$ cat src/rtl/sram_port_arbiter_if.sv
// Bus bundle between the IF/DM requesters, the arbiter and the data SRAM.
// slave = arbiter side, master = requesters plus SRAM side.
interface sram_port_arbiter_if;
  logic        if_req_valid;
  logic [15:0] if_addr;
  logic        if_req_ready;
  logic        if_rsp_valid;
  logic [31:0] if_rsp_data;
  logic        if_rsp_err;

  logic        dm_req_valid;
  logic        dm_we;
  logic [1:0]  dm_size;
  logic [15:0] dm_addr;
  logic [31:0] dm_wdata;
  logic        dm_req_ready;
  logic        dm_rsp_valid;
  logic [31:0] dm_rsp_data;
  logic        dm_rsp_err;

  logic [3:0]  sram_w_en;
  logic [15:0] sram_address;
  logic [31:0] sram_write_data;
  logic [31:0] sram_read_data;

  modport slave (
    input  if_req_valid, if_addr,
    output if_req_ready, if_rsp_valid, if_rsp_data, if_rsp_err,
    input  dm_req_valid, dm_we, dm_size, dm_addr, dm_wdata,
    output dm_req_ready, dm_rsp_valid, dm_rsp_data, dm_rsp_err,
    output sram_w_en, sram_address, sram_write_data,
    input  sram_read_data
  );

  modport master (
    output if_req_valid, if_addr,
    input  if_req_ready, if_rsp_valid, if_rsp_data, if_rsp_err,
    output dm_req_valid, dm_we, dm_size, dm_addr, dm_wdata,
    input  dm_req_ready, dm_rsp_valid, dm_rsp_data, dm_rsp_err,
    input  sram_w_en, sram_address, sram_write_data,
    output sram_read_data
  );
endinterface

$ cat src/rtl/sram_port_arbiter.sv
// Single-port data SRAM arbiter: DM has priority, IF is force-granted
// after STARVE_LIMIT denied cycles. Responses are registered, latency 1.
module sram_port_arbiter #(
  parameter int unsigned STARVE_LIMIT = 4
) (
  input  logic            clk,
  input  logic            rst,
  sram_port_arbiter_if.slave bus
);

  localparam logic [3:0] LIMIT = 4'(STARVE_LIMIT);

  logic [3:0]  r_starve_cnt;
  logic        r_if_rsp_valid;
  logic        r_if_rsp_err;
  logic [31:0] r_if_rsp_data;
  logic        r_dm_rsp_valid;
  logic        r_dm_rsp_err;
  logic [31:0] r_dm_rsp_data;

  logic        w_force_if;
  logic        w_dm_gnt;
  logic        w_if_gnt;
  logic [2:0]  w_dm_nbytes;
  logic [3:0]  w_dm_mask;
  logic [16:0] w_dm_end;
  logic        w_dm_err;
  logic        w_if_err;

  always_comb begin
    w_dm_nbytes = 3'd0;
    w_dm_mask   = 4'b0000;
    case (bus.dm_size)
      2'b00: begin
        w_dm_nbytes = 3'd1;
        w_dm_mask   = 4'b0001;
      end
      2'b01: begin
        w_dm_nbytes = 3'd2;
        w_dm_mask   = 4'b0011;
      end
      2'b10: begin
        w_dm_nbytes = 3'd4;
        w_dm_mask   = 4'b1111;
      end
      default: begin
        w_dm_nbytes = 3'd0;
        w_dm_mask   = 4'b0000;
      end
    endcase
  end

  // 17-bit end address so a run past 0xFFFF is caught, not wrapped
  assign w_dm_end = {1'b0, bus.dm_addr}
                  + {14'd0, w_dm_nbytes}
                  - 17'd1;
  assign w_dm_err = (bus.dm_size == 2'b11)
                 || (w_dm_end > 17'h0FFFF);
  assign w_if_err = (bus.if_addr[1:0] != 2'b00)
                 || (bus.if_addr > 16'hFFFC);

  assign w_force_if = bus.if_req_valid
                   && (r_starve_cnt >= LIMIT);
  assign w_dm_gnt = !rst && bus.dm_req_valid
                 && !w_force_if;
  assign w_if_gnt = !rst && bus.if_req_valid
                 && !w_dm_gnt;

  assign bus.if_req_ready = w_if_gnt;
  assign bus.dm_req_ready = w_dm_gnt;

  assign bus.sram_address = w_dm_gnt ? bus.dm_addr
                                     : bus.if_addr;
  assign bus.sram_write_data = bus.dm_wdata;
  assign bus.sram_w_en =
    (w_dm_gnt && bus.dm_we && !w_dm_err)
      ? w_dm_mask : 4'b0000;

  always_ff @(posedge clk) begin
    if (rst) begin
      r_starve_cnt   <= 4'd0;
      r_if_rsp_valid <= 1'b0;
      r_if_rsp_err   <= 1'b0;
      r_if_rsp_data  <= 32'd0;
      r_dm_rsp_valid <= 1'b0;
      r_dm_rsp_err   <= 1'b0;
      r_dm_rsp_data  <= 32'd0;
    end else begin
      r_if_rsp_valid <= w_if_gnt;
      r_if_rsp_err   <= w_if_gnt && w_if_err;
      r_dm_rsp_valid <= w_dm_gnt;
      r_dm_rsp_err   <= w_dm_gnt && w_dm_err;
      if (w_if_gnt)
        r_if_rsp_data <= w_if_err ? 32'd0
                                  : bus.sram_read_data;
      if (w_dm_gnt)
        r_dm_rsp_data <= w_dm_err ? 32'd0
                                  : bus.sram_read_data;
      if (!bus.if_req_valid || w_if_gnt)
        r_starve_cnt <= 4'd0;
      else if (r_starve_cnt != 4'd15)
        r_starve_cnt <= r_starve_cnt + 4'd1;
    end
  end

  assign bus.if_rsp_valid = r_if_rsp_valid;
  assign bus.if_rsp_err   = r_if_rsp_err;
  assign bus.if_rsp_data  = r_if_rsp_data;
  assign bus.dm_rsp_valid = r_dm_rsp_valid;
  assign bus.dm_rsp_err   = r_dm_rsp_err;
  assign bus.dm_rsp_data  = r_dm_rsp_data;

endmodule

$ cat src/flat_wrapper.sv
// flat-port wrapper written by rule: the top's interface ports become plain ports
module sram_port_arbiter_flat 
#(
  parameter int unsigned STARVE_LIMIT = 4
)
  (clk, rst, bus_if_req_valid, bus_if_addr, bus_if_req_ready, bus_if_rsp_valid, bus_if_rsp_data, bus_if_rsp_err, bus_dm_req_valid, bus_dm_we, bus_dm_size, bus_dm_addr, bus_dm_wdata, bus_dm_req_ready, bus_dm_rsp_valid, bus_dm_rsp_data, bus_dm_rsp_err, bus_sram_w_en, bus_sram_address, bus_sram_write_data, bus_sram_read_data);
  sram_port_arbiter_if bus_i ();
  input  logic clk;
  input  logic rst;
  input wire logic [$bits(bus_i.if_req_valid)-1:0] bus_if_req_valid;
  input wire logic [$bits(bus_i.if_addr)-1:0] bus_if_addr;
  output wire logic [$bits(bus_i.if_req_ready)-1:0] bus_if_req_ready;
  output wire logic [$bits(bus_i.if_rsp_valid)-1:0] bus_if_rsp_valid;
  output wire logic [$bits(bus_i.if_rsp_data)-1:0] bus_if_rsp_data;
  output wire logic [$bits(bus_i.if_rsp_err)-1:0] bus_if_rsp_err;
  input wire logic [$bits(bus_i.dm_req_valid)-1:0] bus_dm_req_valid;
  input wire logic [$bits(bus_i.dm_we)-1:0] bus_dm_we;
  input wire logic [$bits(bus_i.dm_size)-1:0] bus_dm_size;
  input wire logic [$bits(bus_i.dm_addr)-1:0] bus_dm_addr;
  input wire logic [$bits(bus_i.dm_wdata)-1:0] bus_dm_wdata;
  output wire logic [$bits(bus_i.dm_req_ready)-1:0] bus_dm_req_ready;
  output wire logic [$bits(bus_i.dm_rsp_valid)-1:0] bus_dm_rsp_valid;
  output wire logic [$bits(bus_i.dm_rsp_data)-1:0] bus_dm_rsp_data;
  output wire logic [$bits(bus_i.dm_rsp_err)-1:0] bus_dm_rsp_err;
  output wire logic [$bits(bus_i.sram_w_en)-1:0] bus_sram_w_en;
  output wire logic [$bits(bus_i.sram_address)-1:0] bus_sram_address;
  output wire logic [$bits(bus_i.sram_write_data)-1:0] bus_sram_write_data;
  input wire logic [$bits(bus_i.sram_read_data)-1:0] bus_sram_read_data;
  assign bus_i.if_req_valid = bus_if_req_valid;
  assign bus_i.if_addr = bus_if_addr;
  assign bus_if_req_ready = bus_i.if_req_ready;
  assign bus_if_rsp_valid = bus_i.if_rsp_valid;
  assign bus_if_rsp_data = bus_i.if_rsp_data;
  assign bus_if_rsp_err = bus_i.if_rsp_err;
  assign bus_i.dm_req_valid = bus_dm_req_valid;
  assign bus_i.dm_we = bus_dm_we;
  assign bus_i.dm_size = bus_dm_size;
  assign bus_i.dm_addr = bus_dm_addr;
  assign bus_i.dm_wdata = bus_dm_wdata;
  assign bus_dm_req_ready = bus_i.dm_req_ready;
  assign bus_dm_rsp_valid = bus_i.dm_rsp_valid;
  assign bus_dm_rsp_data = bus_i.dm_rsp_data;
  assign bus_dm_rsp_err = bus_i.dm_rsp_err;
  assign bus_sram_w_en = bus_i.sram_w_en;
  assign bus_sram_address = bus_i.sram_address;
  assign bus_sram_write_data = bus_i.sram_write_data;
  assign bus_i.sram_read_data = bus_sram_read_data;
  sram_port_arbiter #(.STARVE_LIMIT(STARVE_LIMIT)) u_core (.clk(clk), .rst(rst), .bus(bus_i));
endmodule
$ cat config.mk
export PLATFORM = sky130hd
export DESIGN_NAME = sram_port_arbiter_flat
export DESIGN_NICKNAME = d
export VERILOG_FILES = /design/src/rtl/sram_port_arbiter_if.sv /design/src/rtl/sram_port_arbiter.sv /design/src/flat_wrapper.sv
export SDC_FILE = /design/constraint.sdc
export NUM_CORES = 1
export LEC_CHECK = 0
export BUFFER_PORTS_ARGS = -buffer_cell sky130_fd_sc_hd__buf_2
export CAP_MARGIN = 30
export CORE_AREA = 2 2 133 70
export DETAILED_ROUTE_END_ITERATION = 6
export DIE_AREA = 0 0 135 72
export PLACE_DENSITY_LB_ADDON = 0.1
export SYNTH_ARGS = -nofsm -noshare
export SYNTH_HDL_FRONTEND = slang
export SYNTH_SLANG_ARGS = --single-unit
$ cat constraint.sdc
create_clock -name clk -period 9.2 [get_ports clk]
set_input_delay 1.38 -clock clk [delete_from_list [all_inputs] [get_ports clk]]
set_output_delay 1.38 -clock clk [all_outputs]
set_load 0.05 [all_outputs]
==> run metrics, run 1 <==
CP Launch Type=primary input; FMAX=157 MHz; worst hold stages=2; Routed Antenna Nets=0; CP arrival=4.99 ns; largest net degree at the start of global routing=67; TritonCTS sink count=72; post-place setup slack=2.89 ns; Clock Skews=0.00493 ns; Final Hold Vio Count=0; CTS root buffer=clkbuf_16; vias=3973; TritonCTS clock tree=done; clock share of power=41.5%; vias per std cell=5.35; GRT overflow=0; Layout Cells excl Fill=743; Leak=2.39 nW; Yosys cell types=32; Yosys warnings=0; final wirelength=11500 um; Max Slew Vio Count=0; critical path type=primary input to primary output; Synth Cell Area=4120 um^2; Starting Density=48.3%; CP startpoint=bus_dm_addr[15]; syn_nets=651; die height=72 um; global-route wire length before repair=17800 um; Post-CTS Setup Inserts=0; status=completed; GP Congestion=0.739; post-CTS resize count=0; post-DP HPWL=7830 um; switching power=0.253 mW; Post-Synth Adder-Cell Area=7.29%; Worst slew margin=29.6%; Switching Fraction=30.0%; row cnt=24; Comb power frac=19.8%; TNS Setup=0 ns; post-route setup slack=2.83 ns; CP max FO=66; post-synthesis simple-gate area fraction=26.3%; PortBufs=160; RSZ-0062 raised after global routing=no; synthesized instance count=524; Worst Max-Slew Pin Slew=1.06 ns; pwr dens=170 nW/um^2; Layout area overhead=20.6%; Max-Cap Viols=0; Hold Crit Class=register to register; vias in the first global route=3604; HP Start=u_core.bus.if_rsp_data[27]$_SDFFE_PP0P_; Initial DRC Count=201; sequential power share=38.7%; R2R Setup Slk=6.65 ns; Final nets=748; post-synthesis mux area share=4.62%; DRC errors left=0; Inst Count DP=727; DIE AREA=9720 um^2; Worst-Skew Late Latency=0.33 ns; n_diodes=0; # hold bufs at CTS=0; P_int=0.590 mW; syn_area_per_cell=7.86 um^2; Total Power=0.842 mW; Worst setup EP type=primary output; maximum root-to-sink buffer count=2; register bit total from synthesis=72; R2R Path End=u_core.bus.if_rsp_data[22]$_SDFFE_PP0P_; min cycle time layout=6.37 ns; period utilisation layout=69.3%; Max H-tree Level=3; Req. time, crit path=7.82 ns; reg2reg path depth=7; Compound-Gate Fraction of Synth Area=13.0%; Peak VDD IR=93.7 uV; worst r2r src=u_core.r_starve_cnt[2]$_SDFFE_PP0P_; CTS clk-pin slew, worst paths=0.06 ns; fraction of layout cells with a size suffix above 1=32.4%; WL/cell=15.4 um; Hold Path End=u_core.bus.if_rsp_data[27]$_SDFFE_PP0P_; largest family of logic cells by synthesized area=simple AND/OR/NAND/NOR gates; antenna violations before repair=0; Total GRT Usage=22.9%; sequential area share after synthesis=35.0%; CTS buffer count=9; drt first pass iters=4; Die X=135 um; Core Region=8530 um^2; XOR/XNOR Fraction of Synth Area=0.213%; Final Setup Violations=0; IO Count=225
## Yosys cell counts, drive strengths merged
cell	count	share of area (%)
inv	30	2.7
a211oi	1	0.30
nand2b	1	0.15
nor2	9	0.82
ha	24	7.3
o31a	1	0.21
nand3	69	8.4
nor3	5	0.61
nand4	1	0.15
buf	44	7.7
conb	1	0.091
a21o	1	0.18
o2111ai	32	6.8
a21oi	38	4.6
o21a	1	0.18
o21ai	3	0.46
o2111a	1	0.27
nand2	103	9.4
nor4	1	0.15
and3	1	0.15
mux2i	1	0.24
dfxtp	72	35
mux2	16	4.4
or4	32	5.8
xnor2	1	0.21
nand3b	2	0.67
clkbuf	33	3.0
## power groups by stage
stage | combinational [mW] | clock [mW] | sequential, mW
floorplan | 0.122 | 0 | 0.364
global placement | 0.166 | 0 | 0.333
detailed placement | 0.167 | 0 | 0.333
CTS | 0.168 | 0.358 | 0.326
global route | 0.181 | 0.372 | 0.327
finish | 0.167 | 0.350 | 0.326
## sequential cells by signal, indices dropped and copies added (netlist names)
name	flops
u_core.bus.dm_rsp_data	32
u_core.bus.dm_rsp_err	1
u_core.bus.if_rsp_data	32
u_core.bus.dm_rsp_valid	1
u_core.r_starve_cnt	4
u_core.bus.if_rsp_err	1
u_core.bus.if_rsp_valid	1
## worst max-delay path by stage
stage	end	slack [ns]
3_3_place_gp	bus_sram_w_en[3]	2.94
4_1_cts	bus_sram_w_en[3]	2.89
6_report	bus_sram_w_en[2]	2.83
2_1_floorplan	bus_sram_w_en[3]	2.82
3_5_place_dp	bus_sram_w_en[3]	2.89
5_1_grt	bus_sram_w_en[2]	2.47
## per-layer routing
metal,up-vias,wire length (um),track usage (%)
li1,2009,-,-
met1,1806,4950,28.3
met2,148,5560,39.5
met3,10,854,6.22
met4,0,80,6.83
met5,-,0,0
## metrics by stage
step,area (um^2),hold WS [ns],utilization (%)
final,4970,0.445,58.2
after global routing,4970,0.469,58.2
after CTS,4970,0.449,58.2
after detailed placement,4670,0.440,54.7
after global placement,4670,0.433,54.7
after floorplan,4120,0.465,-
## kinds of logic (layout without fill, tap and decap cells)
family                   Yosys count  count (layout)
adder cells (fa/ha/maj)           24              24
multiplexers                      17              17
XOR/XNOR                           1               1
other                              1               1
buffers and inverters            107             209
flip-flops                        72              72
AO/OA/AOI/OAI                     78              78
AND/OR/NAND/NOR                  224             224
## critical path, cell delays in order
cell	delay [ns]
buf_2	0.52
inv_1	0.66
ha_1	0.52
nand2_1	0.07
nor2_1	0.15
o2111a_2	0.89
nor3_1	0.22
nor3_1	0.27
buf_2	0.30
## layout make-up
class / instances / area (um^2)
inverters: 30 / 113
well taps: 117 / 146
fillers: 834 / 3560
clock buffers: 13 / 260
clock inverters: 3 / 40.0
multi-input cells: 345 / 2140
repair buffers: 163 / 823
flip-flops and latches: 72 / 1440
## cell usage in the layout (no fill, tap or decap), types with 3 or more instances in the layout
cell	count
a21oi_1	37
buf_2	160
buf_4	3
clkbuf_16	9
dfxtp_1	72
ha_1	24
inv_1	28
mux2_2	16
nand2_1	103
nand3_1	69
nor2_1	7
nor3_1	5
o2111ai_1	32
or4_1	32
Power figures use the tool's default switching activity.
==> run 2: changes to the inputs <==
Settings changed: CORE_AREA 2 2 133 70 to 2 2 145 76, DIE_AREA 0 0 135 72 to 0 0 147 78.
Clock period 9.2 ns to 5.3 ns, I/O delays scaled along.
==> run 2 against run 1 <==
Largest power group unchanged. Core utilization decreased by 8.3 points. Critical endpoint unchanged. Non-clock buffer count increased by 6. Design area increased by 1.5%. Critical path depth increased by 4. Sequential share of layout area decreased by 0.43 points. Clock-buffer cell count decreased by 4. Routed wire length increased by 8.0%.
==> run metrics, run 2 (same netlist as run 1, synthesis figures left out) <==
TritonCTS sink count=72; maximum root-to-sink buffer count=2; Max Slew Vio Count=0; final wirelength=12400 um; CP max FO=4; Die X=147 um; die height=78 um; Clock Skews=0.00675 ns; P_int=0.960 mW; vias in the first global route=3719; Comb power frac=20.8%; Layout area overhead=22.4%; FMAX=254 MHz; Starting Density=40.8%; global-route wire length before repair=19700 um; Max-Cap Viols=0; row cnt=26; leading cell type in the layout, fill and taps excluded=buf_2; Routed Antenna Nets=0; DIE AREA=11500 um^2; largest net degree at the start of global routing=65; min cycle time layout=3.94 ns; most frequent cells in the layout=buf_2, nand2_1, dfxtp_1; post-CTS resize count=0; CP startpoint=bus_dm_size[0]; vias=4077; drt first pass iters=4; Final Hold Vio Count=0; fraction of layout cells with a size suffix above 1=33.4%; RSZ-0062 raised after global routing=no; Worst-Skew Late Latency=0.34 ns; PortBufs=160; clock share of power=39.8%; TNS Setup=0 ns; Worst slew margin=52.8%; WL/cell=16.0 um; Total GRT Usage=21.5%; period utilisation layout=74.3%; # hold bufs at CTS=0; CTS buffer count=9; GP Congestion=0.767; Layout Utilization=50.0%; Switching Fraction=33.1%; DRC errors left=0; CTS root buffer=clkbuf_16; TritonCTS clock tree=done; Peak VDD IR=141 uV; vias per std cell=5.28; IO Count=225; CP Launch Type=primary input; Final nets=754; n_diodes=0; Layout fillers=1099; sequential power share=39.4%; pwr dens=285 nW/um^2; Worst Max-Slew Pin Slew=0.709 ns; CTS clk-pin slew, worst paths=0.06 ns; status=completed; Req. time, crit path=4.51 ns; CP arrival=3.15 ns; Max H-tree Level=3; post-DP HPWL=8370 um; antenna violations before repair=0; worst r2r src=u_core.r_starve_cnt[3]$_SDFFE_PP0P_; critical path type=primary input to primary output; hold_ws=0.447 ns; Hold Crit Class=register to register; Core Region=10100 um^2; switching power=0.476 mW; Worst setup EP type=primary output; Leak=2.41 nW; Final Setup Violations=0; Initial DRC Count=206; HP Start=u_core.bus.if_rsp_data[7]$_SDFFE_PP0P_; GRT overflow=0; Post-CTS Setup Inserts=0; Total Power=1.44 mW
run 2: final timing paths:
check                                       endpoint  slack (ns)  cells past startpoint
max reg2reg  u_core.bus.dm_rsp_data[27]$_SDFFE_PP0P_        3.06                      7
min reg2reg   u_core.bus.if_rsp_data[7]$_SDFFE_PP0P_        0.45                      2
min           u_core.bus.if_rsp_data[7]$_SDFFE_PP0P_        0.45                      2
max                                 bus_sram_w_en[2]        1.36                     13
run 2: layout make-up:
| cell class | instances | area, um^2 | area share [%] |
|---|---|---|---|
| Clock buffer | 9 | 225 | 4.47 |
| Timing Repair Buffer | 169 | 888 | 17.6 |
| Clock inverter | 7 | 55.1 | 1.09 |
| Inverter | 30 | 113 | 2.23 |
| Tap cell | 140 | 175 | 3.48 |
| Sequential cell | 72 | 1440 | 28.6 |
| Multi-Input combinational cell | 345 | 2140 | 42.5 |
run 2: per-layer routing:
layer / wire (um) / share of wire (%) / vias up / GRT usage, %
met5: 0 / 0 / - / 0
met4: 146 / 1.2 / 0 / 5.87
met3: 978 / 7.9 / 19 / 6.76
met2: 5840 / 47 / 148 / 35.5
met1: 5400 / 44 / 1890 / 27.3
li1: - / - / 2020 / -
run 2: critical path, cell delays in order:
cell,delay (ns)
buf_2,0.12
inv_1,0.08
ha_1,0.17
inv_1,0.05
ha_1,0.27
inv_1,0.04
ha_1,0.29
a211oi_2,0.21
nor4_1,0.08
o2111a_2,0.29
o21a_1,0.23
nor3_1,0.23
buf_2,0.30
run 2: stage by stage:
step / setup WS (ns) / instance area [um^2] / cells
after CTS: 1.33 / 5040 / 772
after global placement: 1.41 / 4730 / 755
after global routing: 1.13 / 5040 / 772
after detailed placement: 1.33 / 4760 / 756
final: 1.36 / 5040 / 772
after floorplan: 0.0909 / 4120 / 524
run 2: power groups by stage:
stage	logic, mW	clock network [mW]	registers [mW]
final	0.299	0.571	0.566
after global routing	0.325	0.610	0.567
after detailed placement	0.301	0	0.577
after CTS	0.301	0.589	0.566
after global placement	0.296	0	0.577
after floorplan	0.213	0	0.632
